--- src/rtl/mux_arb_pkg.sv ---
// Shared state type, sizing constants and round-robin pick function for rr_bus_arb_4.
package mux_arb_pkg;

   localparam int NUM_REQ = 4;
   localparam int SEL_W   = 2;
   localparam int CNT_W   = 4;

   typedef enum logic {
      IDLE = 1'b0,
      BUSY = 1'b1
   } state_e;

   // Returns the first requesting index at or after ptr, wrapping modulo NUM_REQ.
   function automatic logic [SEL_W-1:0] rr_pick(input logic [NUM_REQ-1:0] req,
                                                input logic [SEL_W-1:0]   ptr);
      logic [SEL_W-1:0] pick;
      logic [SEL_W-1:0] cand;
      pick = ptr;
      for (int i = NUM_REQ - 1; i >= 0; i--) begin
         cand = ptr + SEL_W'(i);
         if (req[cand]) begin
            pick = cand;
         end else begin
            pick = pick;
         end
      end
      return pick;
   endfunction

endpackage

--- src/rtl/mux_8bus_4_1.sv ---
// Four-to-one data bus multiplexer; sel picks a, b, c or d.
module mux_8bus_4_1 #(
   parameter int DATA_W = 8
) (
   input  logic [1:0]        sel,
   input  logic [DATA_W-1:0] a,
   input  logic [DATA_W-1:0] b,
   input  logic [DATA_W-1:0] c,
   input  logic [DATA_W-1:0] d,
   output logic [DATA_W-1:0] y
);

   // Select one input bus.
   always_comb begin
      y = a;
      case (sel)
         2'd0:    y = a;
         2'd1:    y = b;
         2'd2:    y = c;
         2'd3:    y = d;
         default: y = a;
      endcase
   end

endmodule

--- src/rtl/rr_bus_arb_4.sv ---
// Four-requester round-robin bus arbiter with bounded hold and output mux.
// Optional per-requester grant statistics when ARB_STATS_EN is defined.
module rr_bus_arb_4
   import mux_arb_pkg::*;
#(
   parameter int DATA_W   = 8,
   parameter int MAX_HOLD = 4
) (
   input  logic              clk,
   input  logic              rst_n,
   input  logic [3:0]        req,
   input  logic [DATA_W-1:0] a,
   input  logic [DATA_W-1:0] b,
   input  logic [DATA_W-1:0] c,
   input  logic [DATA_W-1:0] d,
   input  logic              o_ready,
   output logic              o_valid,
   output logic [DATA_W-1:0] o_data,
   output logic [3:0]        gnt,
   output logic [1:0]        sel,
   output logic [3:0]        ack
`ifdef ARB_STATS_EN
   ,
   output logic [7:0]        gcount0,
   output logic [7:0]        gcount1,
   output logic [7:0]        gcount2,
   output logic [7:0]        gcount3
`endif
);

   state_e               state_q, state_d;
   logic [NUM_REQ-1:0]   gnt_q, gnt_d;
   logic [SEL_W-1:0]     sel_q, sel_d;
   logic [SEL_W-1:0]     ptr_q, ptr_d;
   logic [CNT_W-1:0]     cnt_q, cnt_d;
   logic                 valid_q, valid_d;
   logic                 xfer_s;
   logic [SEL_W-1:0]     pick_s;
   logic                 more_s;

   assign xfer_s  = valid_q & o_ready;
   assign pick_s  = rr_pick(req, ptr_q);
   assign more_s  = ({1'b0, cnt_q} + 5'd1) < 5'(MAX_HOLD);
   assign o_valid = valid_q;
   assign gnt     = gnt_q;
   assign sel     = sel_q;
   assign ack     = xfer_s ? gnt_q : 4'b0000;

   mux_8bus_4_1 #(.DATA_W(DATA_W)) u_mux (
      .sel (sel_q),
      .a   (a),
      .b   (b),
      .c   (c),
      .d   (d),
      .y   (o_data)
   );

   // Next-state and next-output logic of the arbitration FSM.
   always_comb begin
      state_d = state_q;
      gnt_d   = gnt_q;
      sel_d   = sel_q;
      ptr_d   = ptr_q;
      cnt_d   = cnt_q;
      valid_d = valid_q;
      case (state_q)
         IDLE: begin
            if (req != 4'b0000) begin
               state_d = BUSY;
               gnt_d   = 4'b0001 << pick_s;
               sel_d   = pick_s;
               cnt_d   = 4'd0;
               valid_d = 1'b1;
            end else begin
               state_d = IDLE;
            end
         end
         BUSY: begin
            // A beat accepted while the owner still requests may extend the grant.
            if (xfer_s && req[sel_q] && more_s) begin
               cnt_d = cnt_q + 4'd1;
            end else if (xfer_s || !req[sel_q]) begin
               state_d = IDLE;
               gnt_d   = 4'b0000;
               ptr_d   = sel_q + 2'd1;
               cnt_d   = 4'd0;
               valid_d = 1'b0;
            end else begin
               state_d = BUSY;
            end
         end
         default: begin
            state_d = IDLE;
            gnt_d   = 4'b0000;
            valid_d = 1'b0;
         end
      endcase
   end

   // Arbitration state registers.
   always_ff @(posedge clk or negedge rst_n) begin
      if (!rst_n) begin
         state_q <= IDLE;
         gnt_q   <= 4'b0000;
         sel_q   <= 2'd0;
         ptr_q   <= 2'd0;
         cnt_q   <= 4'd0;
         valid_q <= 1'b0;
      end else begin
         state_q <= state_d;
         gnt_q   <= gnt_d;
         sel_q   <= sel_d;
         ptr_q   <= ptr_d;
         cnt_q   <= cnt_d;
         valid_q <= valid_d;
      end
   end

`ifdef ARB_STATS_EN
   logic [7:0] gcnt_q [NUM_REQ];
   logic [7:0] gcnt_d [NUM_REQ];

   // Saturating per-requester ack counters.
   always_comb begin
      for (int i = 0; i < NUM_REQ; i++) begin
         gcnt_d[i] = gcnt_q[i];
         if (ack[i] && (gcnt_q[i] != 8'hFF)) begin
            gcnt_d[i] = gcnt_q[i] + 8'd1;
         end else begin
            gcnt_d[i] = gcnt_q[i];
         end
      end
   end

   // Statistics registers.
   always_ff @(posedge clk or negedge rst_n) begin
      if (!rst_n) begin
         for (int i = 0; i < NUM_REQ; i++) begin
            gcnt_q[i] <= 8'd0;
         end
      end else begin
         for (int i = 0; i < NUM_REQ; i++) begin
            gcnt_q[i] <= gcnt_d[i];
         end
      end
   end

   assign gcount0 = gcnt_q[0];
   assign gcount1 = gcnt_q[1];
   assign gcount2 = gcnt_q[2];
   assign gcount3 = gcnt_q[3];
`endif

endmodule

--- config.mk ---
export PLATFORM = sky130hd
export DESIGN_NAME = rr_bus_arb_4
export DESIGN_NICKNAME = d
export VERILOG_FILES = /design/src/rtl/mux_arb_pkg.sv /design/src/rtl/mux_8bus_4_1.sv /design/src/rtl/rr_bus_arb_4.sv
export SDC_FILE = /design/constraint.sdc
export NUM_CORES = 1
export LEC_CHECK = 0
export BUFFER_PORTS_ARGS = -buffer_cell sky130_fd_sc_hd__buf_2
export CORE_MARGIN = 2
export CORE_UTILIZATION = 48
export CTS_BUF_LIST = sky130_fd_sc_hd__clkbuf_8
export DETAILED_ROUTE_END_ITERATION = 6
export PLACE_DENSITY = 0.87
export SYNTH_ARGS = -nofsm -noshare
export SYNTH_HDL_FRONTEND = slang
export SYNTH_SLANG_ARGS = --single-unit
--- constraint.sdc ---
create_clock -name clk -period 5.2 [get_ports clk]
set_input_delay 0.26 -clock clk [delete_from_list [all_inputs] [get_ports clk]]
set_output_delay 0.26 -clock clk [all_outputs]
set_load 0.01 [all_outputs]
# After elaboration in Yosys (flattened, before gate mapping)

Cells that the tools add are included.

Bits in registers: 14
Bits in latches: 0
RAM bits: 0
Memory bits (read-only): 0
Memories kept: 0

$add $sub $neg: 6
Multiply operators: 0
Div/mod/pow operators: 0
Magnitude comparators: 6
Equal/unequal tests: 7
Shift-type cells: 1
Muxes and demuxes: 31
Bitwise operators: 3
Reduce and logical (&&, ||, !) cells: 10

Operator list:

| kind                  | number |
|---|---|
| $pmux W8 S4           | 1 |
| $mux W4               | 6 |
| $pmux W4 S2           | 2 |
| $lt A2 B3 Y1 const B  | 5 |
| $mux W1               | 11 |
| $bmux W1 S2           | 5 |
| $mux W2               | 4 |
| $reduce_and A3 Y1     | 2 |
| $add A4 B1 Y5 const B | 1 |
| $lt A5 B3 Y1 const B  | 1 |
| $add A2 B1 Y2 const B | 2 |
| $add A2 B2 Y2 const B | 2 |
| $add A4 B1 Y4 const B | 1 |
| $eq A2 B2 Y1 const B  | 2 |
| $ne A2 B2 Y1 const B  | 2 |
| $pmux W1 S2           | 2 |
| $reduce_and A2 Y1     | 2 |
| $reduce_bool A4 Y1    | 1 |
| $shl A1 B2 Y4 const A | 1 |
| $ne A3 B1 Y1 const B  | 1 |
| $eq A2 B1 Y1 const B  | 1 |
| $logic_and A1 B1 Y1   | 2 |
| $logic_not A2 Y1      | 1 |
| $ne A2 B1 Y1 const B  | 1 |
| other kinds (4)       | 5 |

# Longest topological paths before layout

Depth after elaboration: 10
Gate-level depth with buffers: 5

# By module

A second synthesis with hierarchy kept.

Cells, all modules: 79
Area total of the unflattened synthesis: 983.4 um2

Modules (own cells, without submodules):

| module       | times used | cells an instance | area an instance (um2) | sequential area each (um2) |
|---|---|---|---|---|
| rr_bus_arb_4 | 1          | 69                | 787.0                  | 350.3 |
| mux_8bus_4_1 | 1          | 10                | 196.4                  | 0.0 |

# Least setup slack after synthesis

Ideal clock, no wire load.

Kind: reg-to-reg
Start point: register sel_q[0], in the netlist sel[0]
End point: register ptr_q[0]
Arrival time: 1609 ps
Required time: 5075 ps
Path slack: 3466 ps
Stages on the path, launching flop included: 4
Clock period less this slack: 1734 ps
Cells stage by stage: dfrtp_1 mux4_2 o22ai_4 mux2_4

Cells in the longest elaborated chain, start to end: 6
Elaborated cells on any way between the ends: 9
Those cells by class: add/sub: 1; mux: 2; bitwise: 1; reduce/logical: 5

RTL lines:

| element                          | RTL line                               | text |
|---|---|---|
| start: declaration               | rr_bus_arb_4.sv:33                     | `logic [SEL_W-1:0] sel_q, sel_d;` |
| start signal: assignment         | rr_bus_arb_4.sv:112                    | `sel_q <= sel_d;` |
| $bmux W1 S2                      | rr_bus_arb_4.sv:80, rr_bus_arb_4.sv:82 |  |
| $mux W1 (implied by the code)    | rr_bus_arb_4.sv:80, rr_bus_arb_4.sv:82 |  |
| $logic_and A1 B1 Y1 (2 in a row) | rr_bus_arb_4.sv:80                     | `if (xfer_s && req[sel_q] && more_s) begin` |
| $not A1 Y1 (no line)             | n/a                                    |  |
| $reduce_and A3 Y1 (no line)      | n/a                                    |  |
| end signal: assignment           | rr_bus_arb_4.sv:113                    | `ptr_q <= ptr_d;` |
| end: declaration                 | rr_bus_arb_4.sv:34                     | `logic [SEL_W-1:0] ptr_q, ptr_d;` |

Parallel ways exist; a longest one is shown, timed or not. The select of a mux whose other input is x is not followed.
A chain may end at the register's enable or synchronous reset.

# Worst setup path after layout

Start point: register sel_q[0], in the netlist sel[0]
End point: output port o_data[2]

Cells in the longest elaborated chain, start to end: 2
Elaborated cells on any way between the ends: 5
Those cells by class: eq/ne: 3; mux: 1; reduce/logical: 1

RTL lines:

| element                              | RTL line           | text |
|---|---|---|
| $eq A2 B2 Y1 (tied with other cells) | mux_8bus_4_1.sv:16 | `case (sel)` |
| $pmux W8 S4 *                        | mux_8bus_4_1.sv:16 |  |
| end: declaration                     | rr_bus_arb_4.sv:18 | `output logic [DATA_W-1:0] o_data,` |

Mark *: on every way between the ends. The rest lies on a longest branch, timed or not.

==> out/qor.yml <==
outcome: "finished clean"
critPathBufInv: 2
hold_ws_ns: 0.457
initial_utilization: 0.508
avgViaCountPerCell: 5.36
yosysUniqueCellTypes: 26
grt_pass1_vias: 970
arrival_ns: 1.76
n_fill_cell: 176
leakage_uw: 0.000762
h-tree-depth: 1
fmax_mhz: 495
io_buffers: 57
worstMarginPinSlew_ns: 0.472
startpoint_type: "flop"
maxSlewViolCount: 0
total_power_uw: 719
end_kind: "output port"
overflow: 0
cts_buffers: 3
die_h_um: 49.6
synth_area_per_cell_um2: 9.05
io_pins: 58
max-slew-margin-rel: 0.686
insertion_delay_ns: 0.25
finalSetupTns_ns: 0
synth_ff_type: "dfrtp_1"
synth_seq_cells: 14
pwr-share-seq: 0.273
drc: 0
routabilityCongestion: 0.848
cpPeakStageDelay_ns: 0.45
post_cts_buffers: 0
min_path_type: "primary input to async pin"
synthTopCellsByArea: "dfrtp_1, a222oi_1, mux2i_1"
ys_async_sr_fraction: 1.00
cp.required_ns: 4.94
fin_crit_ns: 2.02
grt_pass1_wl_um: 4230
synth_edf_count: 0
cts.clk_slew.worst_paths_ns: 0.06
crit_family: "flip-flops"
internal_power_uw: 412
design.core.area_um2: 1960
fp-row-count: 16
synth_common_cells: "inv_1, dfrtp_1, nand2_1"
root_buffer: "clkbuf_8"
synth_area_um2: 996
yosysMostFrequentCell: "inv_1"
worstSetupPathType: "flop to output port"
track_usage: 0.223
pwr-share-clk: 0.147
first_iter_violations: 33
cts_tree: "built"
synth_top_area_frac: 0.352
p_sw_uw: 307
via_count: 1039
final_nets: 212
p_per_area_nw_per_um2: 529
syn_nets: 154
hpwl_um: 2130
fin_crit_sh: 0.389
cp_slowest_cell: "dfrtp_1"
hold_viol_final: 0
cp_cell_sequence: "inv_1 -> ha_1 -> a222oi_1 -> mux2i_1 -> buf_2"
rsz0062_at_grt: "false"
path_max_fanout: 8
switching_share: 0.427
cts_num_sinks: 14
clockBufferDepth: 2
max-vdd-ir-drop_uv: 315
dieArea_um2: 2460
ys_seq_area_frac: 0.352
finalClockSkew_ns: 0.00316
utilization: 0.693
postSynthCellCount: 110
chipWidth_um: 49.6
multi_input_area_um2: 569
setup_viol: 0
ff_latch_area_um2: 350
wl_per_cell_um: 14.4
yosys.area.top_type: "dfrtp_1"
grt_antenna_before_repair: 0
ant_nets: 0
grt_max_degree: 15
area_growth_pct: 36.6
synth_warnings: 0
drive_gt1_frac: 0.407
dr.pass1.iters: 4
diodes: 0
cap_violations: 0
power_frac_comb: 0.580
routed_wl_um: 2800
==> cells by family (layout without fill, tap and decap cells) <==
| kind of cell | Yosys count | after routing | share of synthesized area |
|---|---|---|---|
| AOI/OAI and AO/OA | 27 | 27 | 0.217 |
| muxes | 11 | 11 | 0.133 |
| and+or+nand+nor | 33 | 33 | 0.158 |
| DFF | 14 | 14 | 0.352 |
| buffers and inverters | 20 | 77 | 0.0766 |
| adders and majority gates | 5 | 5 | 0.0628 |
==> per-layer routing <==
metal	track usage	vias to the layer above	routed length [um]
met1	0.262	490	1100
met4	0.0417	0	21
li1	-	513	-
met2	0.409	32	1580
met3	0.0545	4	97
met5	0	-	0
==> sequential cells by signal (all words and copies together), names as in the netlist <==
signal / cells
state_q: 1
o_valid: 1
cnt_q: 4
gnt: 4
ptr_q: 2
sel: 2
==> what timing repair did <==
action / in CTS / in global routing
resized for setup: 0 / 0
endpoints found under the hold margin: 14 / 0
hold buffers: 1 / 0
==> cells in the final DEF (no fill, tap or decap), types with 3 or more instances in the layout <==
master    count
buf_2        57
nand2_1      10
o21ai_0       5
o22ai_1       3
nor2_1        8
inv_1        15
dfrtp_1      14
nand3_1       3
and3_1        4
ha_1          5
nor2b_1       3
a21oi_1       4
clkbuf_8      4
a222oi_1      8
mux2i_1       8
==> area by class of cell <==
type | count | area share
Sequential cell | 14 | 0.258
Clock buffer | 4 | 0.0405
Inverter | 15 | 0.0414
Tap cell | 27 | 0.0248
Timing Repair Buffer | 58 | 0.217
Multi-Input combinational cell | 76 | 0.419
==> power groups by stage <==
stage          clock network, uW  registers (uW)  logic [uW]
6_report                     106             197         417
5_1_grt                      111             203         457
4_1_cts                      107             196         417
3_5_place_dp                   0             197         414
3_3_place_gp                   0             194         401
2_1_floorplan                  0             197         281
==> path summary, 6_finish.rpt <==
kind / from / endpoint / slack [ns] / cells past startpoint
max in group asynchronous: rst_n / gnt[1]$_DFFE_PN0P_ / 4.50 / 2
min in group clk: o_ready / cnt_q[0]$_DFFE_PN0P_ / 0.46 / 5
min: rst_n / o_valid$_DFFE_PN0P_ / 0.46 / 2
max: sel[0]$_DFFE_PN0P_ / o_data[2] / 3.18 / 5
min reg2reg: cnt_q[1]$_DFFE_PN0P_ / cnt_q[1]$_DFFE_PN0P_ / 0.51 / 2
max reg2reg: cnt_q[0]$_DFFE_PN0P_ / ptr_q[0]$_DFFE_PN0P_ / 3.34 / 5
==> metrics by stage <==
step | cells | worst slack [ns] | instance area [um2]
floorplan | 110 | 3.47 | 996
global placement | 189 | 3.43 | 1290
detailed placement | 189 | 3.40 | 1290
CTS | 194 | 3.19 | 1360
global route | 194 | 3.01 | 1360
finish | 194 | 3.18 | 1360
No activity file was read; power rests on OpenSTA's default activity.
